--- config.mk ---
export PLATFORM = sky130hd
export DESIGN_NAME = seq_divider_flat
export DESIGN_NICKNAME = d
export VERILOG_FILES = /design/src/rtl/seq_divider_if.sv /design/src/rtl/seq_divider.sv /design/src/flat_wrapper.sv
export SDC_FILE = /design/constraint.sdc
export NUM_CORES = 1
export LEC_CHECK = 0
export CAP_MARGIN = 20
export CORE_MARGIN = 10
export CORE_UTILIZATION = 60
export CTS_BUF_LIST = sky130_fd_sc_hd__clkbuf_2 sky130_fd_sc_hd__clkbuf_4 sky130_fd_sc_hd__clkbuf_8
export CTS_CLUSTER_SIZE = 40
export DETAILED_ROUTE_END_ITERATION = 6
export PLACE_DENSITY = 0.87
export SYNTH_ARGS = -nofsm -noshare
export SYNTH_HDL_FRONTEND = slang
export SYNTH_SLANG_ARGS = --single-unit
--- constraint.sdc ---
create_clock -name clk -period 5.94 [get_ports clk]
set_clock_uncertainty 0.15 [all_clocks]
set_input_delay 1.782 -clock clk [delete_from_list [all_inputs] [get_ports clk]]
set_output_delay 1.782 -clock clk [all_outputs]
set_load 0.01 [all_outputs]
--- src/rtl/seq_divider_if.sv ---
// -----------------------------------------------------------------------------
// seq_divider_if
// Handshake and operand/result bundle for seq_divider.
//   start       : request, sampled by the divider only while busy=0
//   a, b        : dividend / divisor (WIDTH bits)
//   is_signed   : two's-complement mode (only when DIVIDER_SIGNED_EN is defined)
//   busy        : operation in progress
//   done        : one-cycle pulse, results valid
//   quotient    : a / b
//   remainder   : a % b
//   div_by_zero : last operation had b = 0
// Modports: master (requester side), slave (divider side).
// Optional feature macro: DIVIDER_SIGNED_EN.
// -----------------------------------------------------------------------------
interface seq_divider_if #(
    parameter int WIDTH = 8
);
    logic             start;
    logic [WIDTH-1:0] a;
    logic [WIDTH-1:0] b;
`ifdef DIVIDER_SIGNED_EN
    logic             is_signed;
`endif
    logic             busy;
    logic             done;
    logic [WIDTH-1:0] quotient;
    logic [WIDTH-1:0] remainder;
    logic             div_by_zero;

    modport master (
        output start, a, b,
`ifdef DIVIDER_SIGNED_EN
        output is_signed,
`endif
        input  busy, done, quotient, remainder, div_by_zero
    );

    modport slave (
        input  start, a, b,
`ifdef DIVIDER_SIGNED_EN
        input  is_signed,
`endif
        output busy, done, quotient, remainder, div_by_zero
    );
endinterface

--- src/rtl/seq_divider.sv ---
// -----------------------------------------------------------------------------
// seq_divider
// Multi-cycle restoring shift-subtract integer divider, one quotient bit per
// clock, behind a start/busy/done handshake with explicit divide-by-zero flag.
// Ports:
//   clk    : rising-edge clock
//   rst_n  : asynchronous active-low reset
//   bus    : seq_divider_if.slave (start, a, b, [is_signed], busy, done,
//            quotient, remainder, div_by_zero)
// Latency from the accepting edge k: done after edge k+WIDTH+1 (unsigned),
// k+WIDTH+2 (signed op, extra FIX cycle), k+1 when b = 0.
// Optional feature macro: DIVIDER_SIGNED_EN (is_signed input and FIX state).
// -----------------------------------------------------------------------------
module seq_divider #(
    parameter int WIDTH = 8
) (
    input  logic         clk,
    input  logic         rst_n,
    seq_divider_if.slave bus
);
    localparam int            CW       = $clog2(WIDTH);
    localparam logic [CW-1:0] CNT_LAST = CW'(WIDTH - 1);

    typedef enum logic [1:0] {
        S_IDLE = 2'd0,
        S_CALC = 2'd1,
        S_DONE = 2'd2
`ifdef DIVIDER_SIGNED_EN
        ,
        S_FIX  = 2'd3
`endif
    } state_t;

    state_t           state_q, state_d;
    logic [WIDTH:0]   rem_q, rem_d;      // partial remainder, one spare bit
    logic [WIDTH-1:0] dvd_q, dvd_d;      // dividend shifting out, quotient shifting in
    logic [WIDTH-1:0] dvs_q, dvs_d;      // divisor magnitude
    logic [CW-1:0]    cnt_q, cnt_d;
    logic [WIDTH-1:0] quot_q, quot_d;
    logic [WIDTH-1:0] remo_q, remo_d;
    logic             dbz_q, dbz_d;
    logic             done_q, done_d;
`ifdef DIVIDER_SIGNED_EN
    logic             op_signed_q, op_signed_d;
    logic             q_neg_q, q_neg_d;
    logic             r_neg_q, r_neg_d;
`endif

    // Operand magnitudes at accept; an unsigned op never negates.
    logic             a_neg, b_neg;
    logic [WIDTH-1:0] a_mag, b_mag;

`ifdef DIVIDER_SIGNED_EN
    assign a_neg = bus.is_signed & bus.a[WIDTH-1];
    assign b_neg = bus.is_signed & bus.b[WIDTH-1];
`else
    assign a_neg = 1'b0;
    assign b_neg = 1'b0;
`endif
    // MIN negates to itself, which is still the correct unsigned magnitude.
    assign a_mag = a_neg ? -bus.a : bus.a;
    assign b_mag = b_neg ? -bus.b : bus.b;

    // One restoring step: shift the next dividend bit into the remainder and
    // compare against the divisor.
    logic [WIDTH+1:0] shift_w;
    logic             fits;

    assign shift_w = {rem_q, dvd_q[WIDTH-1]};
    assign fits    = (shift_w >= {2'b00, dvs_q});

    always_comb begin
        state_d = state_q;
        rem_d   = rem_q;
        dvd_d   = dvd_q;
        dvs_d   = dvs_q;
        cnt_d   = cnt_q;
        quot_d  = quot_q;
        remo_d  = remo_q;
        dbz_d   = dbz_q;
        done_d  = 1'b0;
`ifdef DIVIDER_SIGNED_EN
        op_signed_d = op_signed_q;
        q_neg_d     = q_neg_q;
        r_neg_d     = r_neg_q;
`endif
        case (state_q)
            S_IDLE: begin
                if (bus.start) begin
                    dvd_d = a_mag;
                    dvs_d = b_mag;
                    rem_d = '0;
                    cnt_d = '0;
`ifdef DIVIDER_SIGNED_EN
                    op_signed_d = bus.is_signed;
                    q_neg_d     = a_neg ^ b_neg;
                    r_neg_d     = a_neg;
`endif
                    if (bus.b == '0) begin
                        // Skip CALC; zero the datapath so DONE publishes 0/0.
                        dvd_d   = '0;
                        dbz_d   = 1'b1;
                        state_d = S_DONE;
                    end else begin
                        dbz_d   = 1'b0;
                        state_d = S_CALC;
                    end
                end
            end
            S_CALC: begin
                rem_d = fits ? (WIDTH+1)'(shift_w - {2'b00, dvs_q})
                             : shift_w[WIDTH:0];
                dvd_d = {dvd_q[WIDTH-2:0], fits};
                cnt_d = cnt_q + CW'(1);
                if (cnt_q == CNT_LAST) begin
`ifdef DIVIDER_SIGNED_EN
                    state_d = op_signed_q ? S_FIX : S_DONE;
`else
                    state_d = S_DONE;
`endif
                end
            end
`ifdef DIVIDER_SIGNED_EN
            S_FIX: begin
                // Truncation toward zero: quotient negative when signs
                // differ, remainder follows the dividend's sign.
                if (q_neg_q) dvd_d = -dvd_q;
                if (r_neg_q) rem_d = {1'b0, -rem_q[WIDTH-1:0]};
                state_d = S_DONE;
            end
`endif
            S_DONE: begin
                quot_d  = dvd_q;
                remo_d  = rem_q[WIDTH-1:0];
                done_d  = 1'b1;
                state_d = S_IDLE;
            end
            default: state_d = S_IDLE;
        endcase
    end

    always_ff @(posedge clk or negedge rst_n) begin
        if (!rst_n) begin
            state_q <= S_IDLE;
            rem_q   <= '0;
            dvd_q   <= '0;
            dvs_q   <= '0;
            cnt_q   <= '0;
            quot_q  <= '0;
            remo_q  <= '0;
            dbz_q   <= 1'b0;
            done_q  <= 1'b0;
`ifdef DIVIDER_SIGNED_EN
            op_signed_q <= 1'b0;
            q_neg_q     <= 1'b0;
            r_neg_q     <= 1'b0;
`endif
        end else begin
            state_q <= state_d;
            rem_q   <= rem_d;
            dvd_q   <= dvd_d;
            dvs_q   <= dvs_d;
            cnt_q   <= cnt_d;
            quot_q  <= quot_d;
            remo_q  <= remo_d;
            dbz_q   <= dbz_d;
            done_q  <= done_d;
`ifdef DIVIDER_SIGNED_EN
            op_signed_q <= op_signed_d;
            q_neg_q     <= q_neg_d;
            r_neg_q     <= r_neg_d;
`endif
        end
    end

`ifdef DIVIDER_SIGNED_EN
    assign bus.busy = (state_q == S_CALC) || (state_q == S_FIX);
`else
    assign bus.busy = (state_q == S_CALC);
`endif
    assign bus.done        = done_q;
    assign bus.quotient    = quot_q;
    assign bus.remainder   = remo_q;
    assign bus.div_by_zero = dbz_q;

endmodule
--- src/flat_wrapper.sv ---
// flat-port wrapper written by rule: the top's interface ports become plain ports
module seq_divider_flat 
#(
    parameter int WIDTH = 8
)
  (clk, rst_n, bus_start, bus_a, bus_b, bus_busy, bus_done, bus_quotient, bus_remainder, bus_div_by_zero);
  seq_divider_if #(.WIDTH(WIDTH)) bus_i ();
  input  logic clk;
  input  logic rst_n;
  input wire logic [$bits(bus_i.start)-1:0] bus_start;
  input wire logic [$bits(bus_i.a)-1:0] bus_a;
  input wire logic [$bits(bus_i.b)-1:0] bus_b;
  output wire logic [$bits(bus_i.busy)-1:0] bus_busy;
  output wire logic [$bits(bus_i.done)-1:0] bus_done;
  output wire logic [$bits(bus_i.quotient)-1:0] bus_quotient;
  output wire logic [$bits(bus_i.remainder)-1:0] bus_remainder;
  output wire logic [$bits(bus_i.div_by_zero)-1:0] bus_div_by_zero;
  assign bus_i.start = bus_start;
  assign bus_i.a = bus_a;
  assign bus_i.b = bus_b;
  assign bus_busy = bus_i.busy;
  assign bus_done = bus_i.done;
  assign bus_quotient = bus_i.quotient;
  assign bus_remainder = bus_i.remainder;
  assign bus_div_by_zero = bus_i.div_by_zero;
  seq_divider #(.WIDTH(WIDTH)) u_core (.clk(clk), .rst_n(rst_n), .bus(bus_i));
endmodule
### Word level (Yosys, flattened, before mapping)

Index checks and enable logic that the tools add are counted.

| storage, ports and cells | value |
|---|---|
| flip-flop bits (word level) | 48 |
| latch bits | 0 |
| RAM bits | 0 |
| memory bits (read-only) | 0 |
| bits of input ports | 19 |
| output and inout bits | 19 |
| logic and storage cells | 37 |
| memories | 0 |

| operators by class | value |
|---|---|
| $add $sub $neg | 2 |
| multiply operators | 0 |
| divide/modulo/power cells | 0 |
| order comparisons | 1 |
| eq/ne operators | 5 |
| shifts and indexed selects | 0 |
| muxes and demuxes | 14 |
| bitwise operators | 0 |
| reductions and logical operators | 6 |

Operators with widths:

| kind | count |
|---|---|
| 2-to-1 mux 9 bit | 2 |
| case mux 9 bit (2 select lines) | 1 |
| 2-to-1 mux 8 bit | 2 |
| case mux 8 bit (2 select lines) | 1 |
| greater-or-equal comparator 10 x 8 -> 1 bit | 1 |
| subtractor 9 x 8 -> 9 bit | 1 |
| logical NOT 8 bit | 1 |
| 2-to-1 mux 2 bit | 3 |
| case mux 3 bit (2 select lines) | 1 |
| AND reduction 2 bit | 3 |
| case mux 2 bit (2 select lines) | 1 |
| adder 3 x 1 -> 3 bit (second input constant) | 1 |
| equality test 3 bit (second input constant) | 1 |
| 2-to-1 mux 3 bit | 1 |
| equality test 2 x 1 -> 1 bit (second input constant) | 1 |
| equality test 2 bit (second input constant) | 1 |
| logical NOT 2 bit | 1 |
| 2-to-1 mux 1 bit | 2 |
| != test 2 x 1 -> 1 bit (second input constant) | 1 |
| != test 2 bit (second input constant) | 1 |
| nonzero test 2 bit | 1 |

### Longest topological paths before layout

Gate-level depths: netlist (run 1).

| depth | value |
|---|---|
| depth after elaboration | 4 |
| gate-level depth with buffers | 9 |
| mapped depth without buffers | 8 |

### Worst setup path after synthesis (run 1)

Ideal clock, no wire load.

| path | value |
|---|---|
| kind | in2reg |
| from | input port bus_b[1] |
| to | register u_core.dvd_q[1] |
| library setup time | 0.127 ns |
| data arrival time | 2.838 ns |
| data required time | 5.663 ns |
| path slack | 2.825 ns |
| stages | 5 |
| path buffers | 0 |
| cells stage by stage | or4_4 nor2_4 nor2_2 a222oi_1 inv_1 |

| between the ends | value |
|---|---|
| cells in the longest elaborated chain, start to end | 4 |

RTL lines:

| element | line | text |
|---|---|---|
| from (decl) | flat_wrapper.sv:12 | `input wire logic [$bits(bus_i.b)-1:0] bus_b;` |
| logical NOT 8 bit | seq_divider.sv:99 | `if (bus.b == '0) begin` |
| 2-to-1 mux 8 bit | seq_divider.sv:99 |  |
| 2-to-1 mux 8 bit | seq_divider.sv:89 | `if (bus.start) begin` |
| case mux 8 bit (2 select lines) | seq_divider.sv:87 | `case (state_q)` |
| to (signal assigned) | seq_divider.sv:161 | `dvd_q <= dvd_d;` |
| to (decl) | seq_divider.sv:36 | `logic [WIDTH-1:0] dvd_q, dvd_d;` |

Every way passes these cells. The select of a mux whose other input is x is not followed.
A chain may end at the register's enable or synchronous reset.

### Worst setup path after layout (run 1)

| path | value |
|---|---|
| from | register u_core.state_q[1] |
| to | output port bus_busy |

| between the ends | value |
|---|---|
| cells in the longest elaborated chain, start to end | 1 |

RTL lines:

| element | line | text |
|---|---|---|
| from (decl) | seq_divider.sv:34 | `state_t state_q, state_d;` |
| from (signal assigned) | seq_divider.sv:159 | `state_q <= state_d;` |
| equality test 2 x 1 -> 1 bit | seq_divider.sv:179 | `assign bus.busy = (state_q == S_CALC);` |
| to (decl) | flat_wrapper.sv:13 | `output wire logic [$bits(bus_i.busy)-1:0] bus_busy;` |

Every way passes these cells.

==> results of run 1 <==
==> worst max path at each step <==
stage | start | to | slack [ps] | depth (start not counted)
after CTS | u_core.state_q[1]$_DFFE_PN0P_ | bus_busy | 1910 | 3
after global placement | u_core.state_q[1]$_DFFE_PN0P_ | bus_busy | 2300 | 3
after global routing | u_core.state_q[1]$_DFFE_PN0P_ | bus_busy | 1790 | 3
final | u_core.state_q[1]$_DFFE_PN0P_ | bus_busy | 1900 | 3
after floorplan | bus_b[1] | u_core.dvd_q[1]$_DFFE_PN0P_ | 2830 | 5
after detailed placement | u_core.state_q[1]$_DFFE_PN0P_ | bus_busy | 2270 | 3
==> power by group through the flow <==
stage               logic, mW  registers [mW]  clock network [mW]
global route             1.25           0.595               0.224
global placement         1.08           0.577                   0
CTS                      1.12           0.575               0.213
floorplan               0.828           0.577                   0
detailed placement       1.10           0.581                   0
finish                   1.12           0.574               0.209
==> registers in the layout, indices dropped and copies added (netlist names) <==
| signal | cells |
|---|---|
| u_core.dvs_q | 8 |
| u_core.dvd_q | 8 |
| u_core.bus.done | 1 |
| u_core.bus.remainder | 8 |
| u_core.rem_q | 9 |
| u_core.state_q | 2 |
| u_core.bus.div_by_zero | 1 |
| u_core.cnt_q | 3 |
| u_core.bus.quotient | 8 |
==> cell usage in the layout (no fill, tap or decap), types with 3 or more instances in the layout <==
cell type	synthesis	final
sky130_fd_sc_hd__ha_1	10	10
sky130_fd_sc_hd__nand2b_1	3	3
sky130_fd_sc_hd__nor3_1	4	4
sky130_fd_sc_hd__nor2_2	3	3
sky130_fd_sc_hd__or2_1	4	4
sky130_fd_sc_hd__o211ai_1	5	5
sky130_fd_sc_hd__a21oi_1	3	3
sky130_fd_sc_hd__inv_1	19	19
sky130_fd_sc_hd__nor2_1	6	6
sky130_fd_sc_hd__o21ai_0	15	15
sky130_fd_sc_hd__dfrtp_1	48	48
sky130_fd_sc_hd__a222oi_1	7	7
sky130_fd_sc_hd__o31ai_1	3	3
sky130_fd_sc_hd__clkdlybuf4s50_1	0	36
sky130_fd_sc_hd__clkbuf_8	0	6
sky130_fd_sc_hd__nand2_1	26	26
sky130_fd_sc_hd__nand4_1	3	3
sky130_fd_sc_hd__mux2_2	15	15
sky130_fd_sc_hd__nor2b_1	3	3
==> layer usage <==
layer	vias up	global-route usage [%]	routed length (um)
met5	-	0	0
met2	59	25.95	2769
met3	12	4.589	344
met4	0	5.539	116
li1	930	-	-
met1	960	19.44	2336
==> stage by stage <==
stage	utilization [%]	area, um2	setup WS, ps
floorplan	-	2557	2825
global placement	72.25	2932	2298
detailed placement	72.25	2932	2267
CTS	74.62	3028	1914
global route	75.12	3048	1794
finish	75.12	3048	1896
==> kinds of logic (layout without fill, tap and decap cells) <==
family          count (synthesis)  in the layout  synth area share, %
compound gates                 62             62                20.35
xor+xnor                        2              2               0.6851
fa+ha+maj                      11             11                5.675
buf+inv                        31             67                5.333
flops                          48             48                46.97
mux                            15             15                6.605
simple gates                   68             68                14.38
==> worst min-delay path, delay by kind of cell, from the launching register on <==
| kind | cells | cell delay (ps) |
|---|---|---|
| simple gates | 1 | 50 |
| compound gates | 1 | 60 |
| flops | 1 | 350 |
==> final cells by class <==
class | count | area share, %
multi-input combinational | 158 | 40.02
sequential | 48 | 39.41
timing repair buffer | 39 | 12.89
clock buffer | 6 | 2.709
inverter | 20 | 2.463
tap | 50 | 2.053
clock inverter | 2 | 0.4516
==> results_dict.tcl, run 1 <==
set metrics [dict create \
    timing.critical_path.to_type "primary output" \
    final_layout_size_suffix_gt1_share_pct 16.48 \
    clock-sinks 48 \
    drt-pass1-iter-count 5 \
    routed_wl_mm 5.567 \
    track_usage_pct 15.88 \
    worstPathCellList "nand2b_1 -> inv_2 -> clkdlybuf4s50_1" \
    timing.critical_path.from_type "flip-flop" \
    power.share.sequential_pct 30.2 \
    die-area_um2 7274 \
    synth.cells.most_frequent "48 x sky130_fd_sc_hd__dfrtp_1, 26 x sky130_fd_sc_hd__nand2_1, 19 x sky130_fd_sc_hd__inv_1" \
    clk-insertion-delay-late_ps 300 \
    register_area_um2 1201 \
    postRouteAntennaNets 0 \
    critPathArrivalTime_ps 2110 \
    max-slew-margin-rel_pct 44.67 \
    grt_antenna_before_repair 0 \
    synth_top_area_share_pct 46.97 \
    final.hold.worst_slack_ps 341.2 \
    ioPinCount 38 \
    cts_tree "done" \
    globalplace.congestion 0.9059 \
    start_util_pct 63.03 \
    synth_cell_types 59 \
    final-max-slew-violation-count 0 \
    syn_to_final_growth_pct 19.18 \
    power_density_nw_per_um2 623.9 \
    power.internal_mw 1.084 \
    hp-start "u_core.bus.remainder[0]$_DFFE_PN0P_" \
    syn_area_per_cell_um2 10.79 \
    cap_violations 0 \
    core_area_um2 4058 \
    outcome "finished clean" \
    detail_route.wl_per_cell_um 17.24 \
    setup_violations 0 \
    synth_top_cell_by_area "sky130_fd_sc_hd__dfrtp_1" \
    nets_in_the_synthesized_netlist 267 \
    clkTransAtPathRegs_ps 90 \
    data_required_time_at_the_worst_endpoint_ps 4010 \
    global_route_wire_length_before_repair_mm 9.611 \
    route.detailed.vias_per_inst 6.071 \
    cpPeakStageDelay_ps 620 \
    clockRootBuffer "sky130_fd_sc_hd__clkbuf_8" \
    synth.ff_latch_count 48 \
    numCtsBuffers 5 \
    p_sw_mw 0.8178 \
    netlist_top_cells_area "sky130_fd_sc_hd__dfrtp_1 47%, sky130_fd_sc_hd__mux2_2 6.6%, sky130_fd_sc_hd__ha_1 4.9%" \
    min_to "u_core.bus.remainder[0]$_DFFE_PN0P_" \
    clock_power_share_pct 11.0 \
    critPathKind "reg2out" \
    worst_pin_slew_ps 830.0 \
    r2r_slack_ps 3500 \
    critical_path.max_fanout 23 \
    final-hold-violation-count 0 \
    nFillCells 273 \
    die_width_um 85.29 \
    worst_hold_path_type "reg2reg" \
    ys_warn_count 0 \
    cts_setup_buffers 0 \
    grt_setup_unrepaired "false" \
    power.share.combinational_pct 58.8 \
    dieHeight_um 85.29 \
    synth_top_flop_cell "sky130_fd_sc_hd__dfrtp_1" \
    worst-path-buf-inv 2 \
    cts-htree-levels 2 \
    cts.hold.buffers_added 0 \
    finalCritPeriodShare_pct 68.09 \
    async_flop_share_pct 100.0 \
    min_delay_path_depth 2 \
    power.switching_fraction_pct 43.00 \
    worstRegToRegCells 7 \
    maxClockFrequency_mhz 247.3 \
    ctsResizeCount 0 \
    post-synth-top-count-cell "sky130_fd_sc_hd__dfrtp_1" \
    critical_path.reg2reg.startpoint "u_core.dvs_q[0]$_DFFE_PN0P_" \
    grt_pass1_vias 1978 \
    drc 0 \
    largest_net_degree_at_the_start_of_global_routing 49 \
    path_delay_family "buffers and inverters" \
    cell_area_synth_um2 2557 \
    maximum_clock_insertion_buffer_count 2 \
    multiInputGateArea_um2 1220 \
    count_of_flip_flops_with_a_built_in_enable_after_synthesis 0 \
    num_antenna_cells 0 \
    post_layout_nonfiller_instances 323 \
    route.vias.total 1961 \
    yosysSeqAreaShare_pct 46.97 \
    num_rows 23 \
    crit_slowest_cell "sky130_fd_sc_hd__clkdlybuf4s50_1" \
    globalRoute.totalOverflow 0 \
    drt_iter0_markers 166 \
    period_minus_slack_ps 4044 \
    peakVddDrop_mv 0.3292 \
    cellLeakagePower_nw 1.353 \
    nets_finish 302 \
    place.detailed.hpwl_mm 4.080 \
    fin_setup_tns_ps 0 \
    synthesis.instances 237 \
    reg2reg_to "u_core.rem_q[6]$_DFFE_PN0P_" \
    power_consumption_mw 1.902 \
    placement.io_buffers 37 \
    dp_cells 314 \
]
Power figures use the tool's default switching activity.
==> run 2, diff against run 1 <==
--- a/config.mk
+++ b/config.mk
@@ -7,11 +7,11 @@
 export LEC_CHECK = 0
 export CAP_MARGIN = 20
 export CORE_MARGIN = 10
-export CORE_UTILIZATION = 60
+export CORE_UTILIZATION = 51
 export CTS_BUF_LIST = sky130_fd_sc_hd__clkbuf_2 sky130_fd_sc_hd__clkbuf_4 sky130_fd_sc_hd__clkbuf_8
 export CTS_CLUSTER_SIZE = 40
 export DETAILED_ROUTE_END_ITERATION = 6
-export PLACE_DENSITY = 0.87
+export PLACE_DENSITY = 0.79
 export SYNTH_ARGS = -nofsm -noshare
 export SYNTH_HDL_FRONTEND = slang
 export SYNTH_SLANG_ARGS = --single-unit
==> constraint.sdc (replaced) <==
create_clock -name clk -period 3.45 [get_ports clk]
set_clock_uncertainty 0.15 [all_clocks]
set_input_delay 1.035 -clock clk [delete_from_list [all_inputs] [get_ports clk]]
set_output_delay 1.035 -clock clk [all_outputs]
set_load 0.01 [all_outputs]
==> results_dict.tcl, run 2 (synthesis results as in run 1) <==
set metrics [dict create \
    setup_slack_ps 611.7 \
    grt_antenna_before_repair 0 \
    final-hold-violation-count 0 \
    critPathArrivalTime_ps 1650 \
    numCtsBuffers 5 \
    power_density_nw_per_um2 1102 \
    period_minus_slack_ps 2838 \
    die-area_um2 8247 \
    drt-pass1-iter-count 4 \
    critical_path.max_fanout 10 \
    maximum_clock_insertion_buffer_count 2 \
    placement.cell_area_um2 2975 \
    post_layout_nonfiller_instances 342 \
    cellLeakagePower_nw 1.375 \
    detail_route.wl_per_cell_um 16.60 \
    cts_setup_buffers 0 \
    setup_violations 0 \
    worst_pin_slew_ps 855.1 \
    syn_to_final_growth_pct 21.72 \
    fin_setup_tns_ps 0 \
    data_required_time_at_the_worst_endpoint_ps 2260 \
    die_width_um 90.82 \
    clk-insertion-delay-late_ps 310 \
    track_usage_pct 14.33 \
    placement.io_buffers 37 \
    route.vias.total 1945 \
    drc 0 \
    number_of_flip_flops_in_the_largest_register 9 \
    dp_slack_ps 530.4 \
    final_common_cell "sky130_fd_sc_hd__dfrtp_1" \
    dp_cells 334 \
    ioPinCount 38 \
    route.detailed.vias_per_inst 5.687 \
    clkTransAtPathRegs_ps 90 \
    drt_iter0_markers 100 \
    global_route_wire_length_before_repair_mm 9.646 \
    finalCritPeriodShare_pct 82.27 \
    num_antenna_cells 0 \
    power_consumption_mw 3.431 \
    max-slew-margin-rel_pct 43.00 \
    cts_tree "done" \
    timing.critical_path.to_type "primary output" \
    place.detailed.hpwl_mm 4.179 \
    worst_hold_path_type "reg2reg" \
    critPathKind "reg2out" \
    start_util_pct 53.44 \
    cts-htree-levels 2 \
    globalRoute.totalOverflow 0 \
    cap_violations 0 \
    grt_setup_unrepaired "false" \
    outcome "finished clean" \
    clock-sinks 48 \
    peakVddDrop_mv 0.6316 \
    layout.cells.most_common_list "48 x sky130_fd_sc_hd__dfrtp_1, 36 x sky130_fd_sc_hd__clkdlybuf4s50_1, 26 x sky130_fd_sc_hd__nand2_1, 19 x sky130_fd_sc_hd__inv_1" \
    clockRootBuffer "sky130_fd_sc_hd__clkbuf_8" \
    timing.critical_path.from_type "flip-flop" \
    postRouteAntennaNets 0 \
    final_design_area_no_fill_um2 3113 \
    final_layout_size_suffix_gt1_share_pct 17.09 \
    core_area_um2 4786 \
    final-max-slew-violation-count 0 \
    globalplace.congestion 0.8778 \
    maxClockFrequency_mhz 352.3 \
    largest_net_degree_at_the_start_of_global_routing 29 \
    cts.hold.buffers_added 0 \
    nets_finish 304 \
    largest_register "u_core.rem_q" \
    dieHeight_um 90.82 \
    layout.core_utilization_pct 65.05 \
    num_rows 25 \
    final.hold.worst_slack_ps 361.0 \
    ctsResizeCount 0 \
    routed_wl_mm 5.677 \
    grt_pass1_vias 1993 \
]
-- run 2: changes by cell type in the layout (fill, tap and decap cells not counted) --
| cell | change |
|---|---|
| sky130_fd_sc_hd__buf_12 | -1 |
| sky130_fd_sc_hd__buf_4 | +3 |
| sky130_fd_sc_hd__bufinv_16 | +2 |
| sky130_fd_sc_hd__clkbuf_8 | -1 |
| sky130_fd_sc_hd__clkinv_2 | -1 |
-- run 2: worst max-delay path, stage by stage (launching register included) --
cell and delay, ps:
sky130_fd_sc_hd__dfrtp_1 420, sky130_fd_sc_hd__nand2b_1 150, sky130_fd_sc_hd__buf_4 180, sky130_fd_sc_hd__inv_2 60
sky130_fd_sc_hd__clkdlybuf4s50_1 530
-- run 2: final cells by class --
class | count | area (um2)
tap | 67 | 83.83
clock inverter | 3 | 68.82
clock buffer | 5 | 68.82
inverter | 20 | 75.07
fill | 397 | 1673
sequential | 48 | 1201
timing repair buffer | 41 | 395.4
multi-input combinational | 158 | 1220
-- run 2: path summary, 6_finish.rpt --
| path | from | to | slack [ps] | cells after the start |
|---|---|---|---|---|
| max | u_core.state_q[1]$_DFFE_PN0P_ | bus_busy | 610 | 4 |
| max reg2reg | u_core.dvd_q[7]$_DFFE_PN0P_ | u_core.rem_q[0]$_DFFE_PN0P_ | 1080 | 8 |
| min reg2reg | u_core.bus.quotient[1]$_DFFE_PN0P_ | u_core.bus.quotient[1]$_DFFE_PN0P_ | 360 | 1 |
| min in group asynchronous | rst_n | u_core.bus.quotient[2]$_DFFE_PN0P_ | 520 | 1 |
| max in group asynchronous | rst_n | u_core.rem_q[6]$_DFFE_PN0P_ | 1910 | 2 |
| min | u_core.bus.quotient[1]$_DFFE_PN0P_ | u_core.bus.quotient[1]$_DFFE_PN0P_ | 360 | 1 |
-- run 2: power by group --
group          switching (mW)  internal (mW)
Clock                   0.194          0.292
Combinational            1.05          0.894
Sequential              0.177          0.820
-- run 2: routing by layer --
layer	vias to the layer above	GRT usage [%]	share of wire, %
li1	940	-	-
met1	935	16.84	43
met5	-	0	0
met2	55	23.74	49
met3	15	4.489	5.3
met4	0	5.614	2.4
==> run 3, diff against run 2 <==
--- a/config.mk
+++ b/config.mk
@@ -7,11 +7,11 @@
 export LEC_CHECK = 0
 export CAP_MARGIN = 20
 export CORE_MARGIN = 10
-export CORE_UTILIZATION = 51
+export CORE_UTILIZATION = 56
 export CTS_BUF_LIST = sky130_fd_sc_hd__clkbuf_2 sky130_fd_sc_hd__clkbuf_4 sky130_fd_sc_hd__clkbuf_8
 export CTS_CLUSTER_SIZE = 40
 export DETAILED_ROUTE_END_ITERATION = 6
-export PLACE_DENSITY = 0.79
+export PLACE_DENSITY = 0.82
 export SYNTH_ARGS = -nofsm -noshare
 export SYNTH_HDL_FRONTEND = slang
 export SYNTH_SLANG_ARGS = --single-unit
==> constraint.sdc (replaced) <==
create_clock -name clk -period 2.8 [get_ports clk]
set_clock_uncertainty 0.15 [all_clocks]
set_input_delay 0.84 -clock clk [delete_from_list [all_inputs] [get_ports clk]]
set_output_delay 0.84 -clock clk [all_outputs]
set_load 0.01 [all_outputs]
==> results_dict.tcl, run 3 (synthesis results as in run 1) <==
set metrics [dict create \
    outcome "finished clean" \
    worst_pin_slew_ps 814.3 \
    power_density_nw_per_um2 1324 \
    drt_iter0_markers 114 \
    critical_path.max_fanout 5 \
    largest_register "u_core.rem_q" \
    routed_wl_mm 5.597 \
    finalCritPeriodShare_pct 92.04 \
    layout.core_utilization_pct 69.43 \
    peakVddDrop_mv 0.6942 \
    worstPathCellList "nand2b_1 -> inv_2 -> clkdlybuf4s50_1" \
    cts_tree "done" \
    ioPinCount 38 \
    place.detailed.hpwl_mm 4.206 \
    dp_cells 319 \
    dieHeight_um 87.58 \
    number_of_flip_flops_in_the_largest_register 9 \
    timing.critical_path.from_type "flip-flop" \
    start_util_pct 58.33 \
    clk-insertion-delay-late_ps 300 \
    final-max-slew-violation-count 0 \
    worst_hold_path_type "reg2reg" \
    detail_route.wl_per_cell_um 17.12 \
    power.share.sequential_pct 30.4 \
    nFillCells 353 \
    grt_antenna_before_repair 0 \
    critPathKind "reg2out" \
    largest_net_degree_at_the_start_of_global_routing 49 \
    post_layout_nonfiller_instances 327 \
    r2r_slack_ps 350 \
    grt_pass1_vias 1902 \
    min_to "u_core.bus.remainder[0]$_DFFE_PN0P_" \
    clock-sinks 48 \
    layout.cells.most_common_list "48 x sky130_fd_sc_hd__dfrtp_1, 36 x sky130_fd_sc_hd__clkdlybuf4s50_1, 26 x sky130_fd_sc_hd__nand2_1, 19 x sky130_fd_sc_hd__inv_1" \
    cts_setup_buffers 0 \
    power.internal_mw 2.288 \
    setup_violations 0 \
    maxClockFrequency_mhz 388.0 \
    hp-start "u_core.bus.remainder[0]$_DFFE_PN0P_" \
    cellLeakagePower_nw 1.354 \
    num_antenna_cells 0 \
    num_rows 24 \
    grt_setup_unrepaired "false" \
    clockRootBuffer "sky130_fd_sc_hd__clkbuf_8" \
    core_area_um2 4384 \
    cts.hold.buffers_added 0 \
    final_common_cell "sky130_fd_sc_hd__dfrtp_1" \
    power_consumption_mw 4.030 \
    fin_setup_tns_ps 0 \
    postRouteAntennaNets 0 \
    numCtsBuffers 5 \
    final_layout_size_suffix_gt1_share_pct 17.09 \
    cts-htree-levels 2 \
    max-slew-margin-rel_pct 45.71 \
    worstRegToRegCells 8 \
    globalRoute.totalOverflow 0 \
    syn_to_final_growth_pct 19.03 \
    die-area_um2 7670 \
    clock_power_share_pct 10.2 \
    reg2reg_to "u_core.rem_q[6]$_DFFE_PN0P_" \
    critPathArrivalTime_ps 1590 \
    track_usage_pct 14.98 \
    min_delay_path_depth 2 \
    power.switching_fraction_pct 43.23 \
    globalplace.congestion 0.8701 \
    drt-pass1-iter-count 5 \
    timing.critical_path.to_type "primary output" \
    critical_path.reg2reg.startpoint "u_core.dvd_q[7]$_DFFE_PN0P_" \
    clkTransAtPathRegs_ps 90 \
    route.detailed.vias_per_inst 5.985 \
    crit_slowest_cell "sky130_fd_sc_hd__clkdlybuf4s50_1" \
    global_route_wire_length_before_repair_mm 9.211 \
    final-hold-violation-count 0 \
    ctsResizeCount 0 \
    cpPeakStageDelay_ps 540 \
    nets_finish 304 \
    cap_violations 0 \
    power.share.combinational_pct 59.4 \
    route.vias.total 1957 \
    period_minus_slack_ps 2577 \
    drc 0 \
    final.hold.worst_slack_ps 336.5 \
    die_width_um 87.58 \
    placement.io_buffers 37 \
    p_sw_mw 1.742 \
    data_required_time_at_the_worst_endpoint_ps 1810 \
    maximum_clock_insertion_buffer_count 2 \
]
==> run 3: cell count changes in the layout (fill, tap and decap cells not counted) <==
cell / before / now
sky130_fd_sc_hd__clkinv_4: 0 / 1
sky130_fd_sc_hd__bufinv_16: 2 / 0
sky130_fd_sc_hd__clkinv_2: 0 / 2
sky130_fd_sc_hd__inv_6: 1 / 0
==> run 3: metal layers <==
layer | global-route usage [%] | wire length (um)
met4 | 4.928 | 63
met5 | 0 | 0
met1 | 18.40 | 2405
met2 | 25.13 | 2805
met3 | 3.714 | 322
==> run 3: critical path, delay by kind of cell (launching register included) <==
family                 cells  cell delay, ps
flip-flops                 1             430
buffers and inverters      2             630
AND/OR/NAND/NOR            1             230
==> run 3: stage by stage <==
stage          cell area (um2)  setup WS (ps)
3_5_place_dp              2957          66.91
6_report                  3044          223.0
5_1_grt                   3044          135.1
3_3_place_gp              2957          148.9
2_1_floorplan             2557          627.0
4_1_cts                   3044          211.3
==> run 3: layout make-up <==
type,instances,area [um2],share of cell area [%]
multi-input combinational,158,1220,40.07
sequential,48,1201,39.46
clock buffer,5,68.82,2.261
inverter,20,75.07,2.466
tap,52,65.06,2.137
clock inverter,3,18.77,0.6165
timing repair buffer,41,395.4,12.99
==> run 3: worst max-delay path by stage <==
stage	start	end	slack (ps)	cells past startpoint
floorplan	bus_b[1]	u_core.dvd_q[1]$_DFFE_PN0P_	630	5
global placement	bus_b[1]	u_core.dvd_q[5]$_DFFE_PN0P_	150	6
detailed placement	bus_b[1]	u_core.dvd_q[2]$_DFFE_PN0P_	70	6
CTS	u_core.state_q[1]$_DFFE_PN0P_	bus_busy	210	3
global route	u_core.state_q[1]$_DFFE_PN0P_	bus_busy	140	3
finish	u_core.state_q[1]$_DFFE_PN0P_	bus_busy	220	3
==> run 3: power groups by stage <==
| stage | Combinational (mW) | Sequential [mW] | Clock [mW] |
|---|---|---|---|
| after floorplan | 1.76 | 1.22 | 0 |
| after global placement | 2.31 | 1.23 | 0 |
| after detailed placement | 2.39 | 1.24 | 0 |
| after CTS | 2.41 | 1.22 | 0.425 |
| after global routing | 2.65 | 1.26 | 0.444 |
| final | 2.40 | 1.22 | 0.411 |
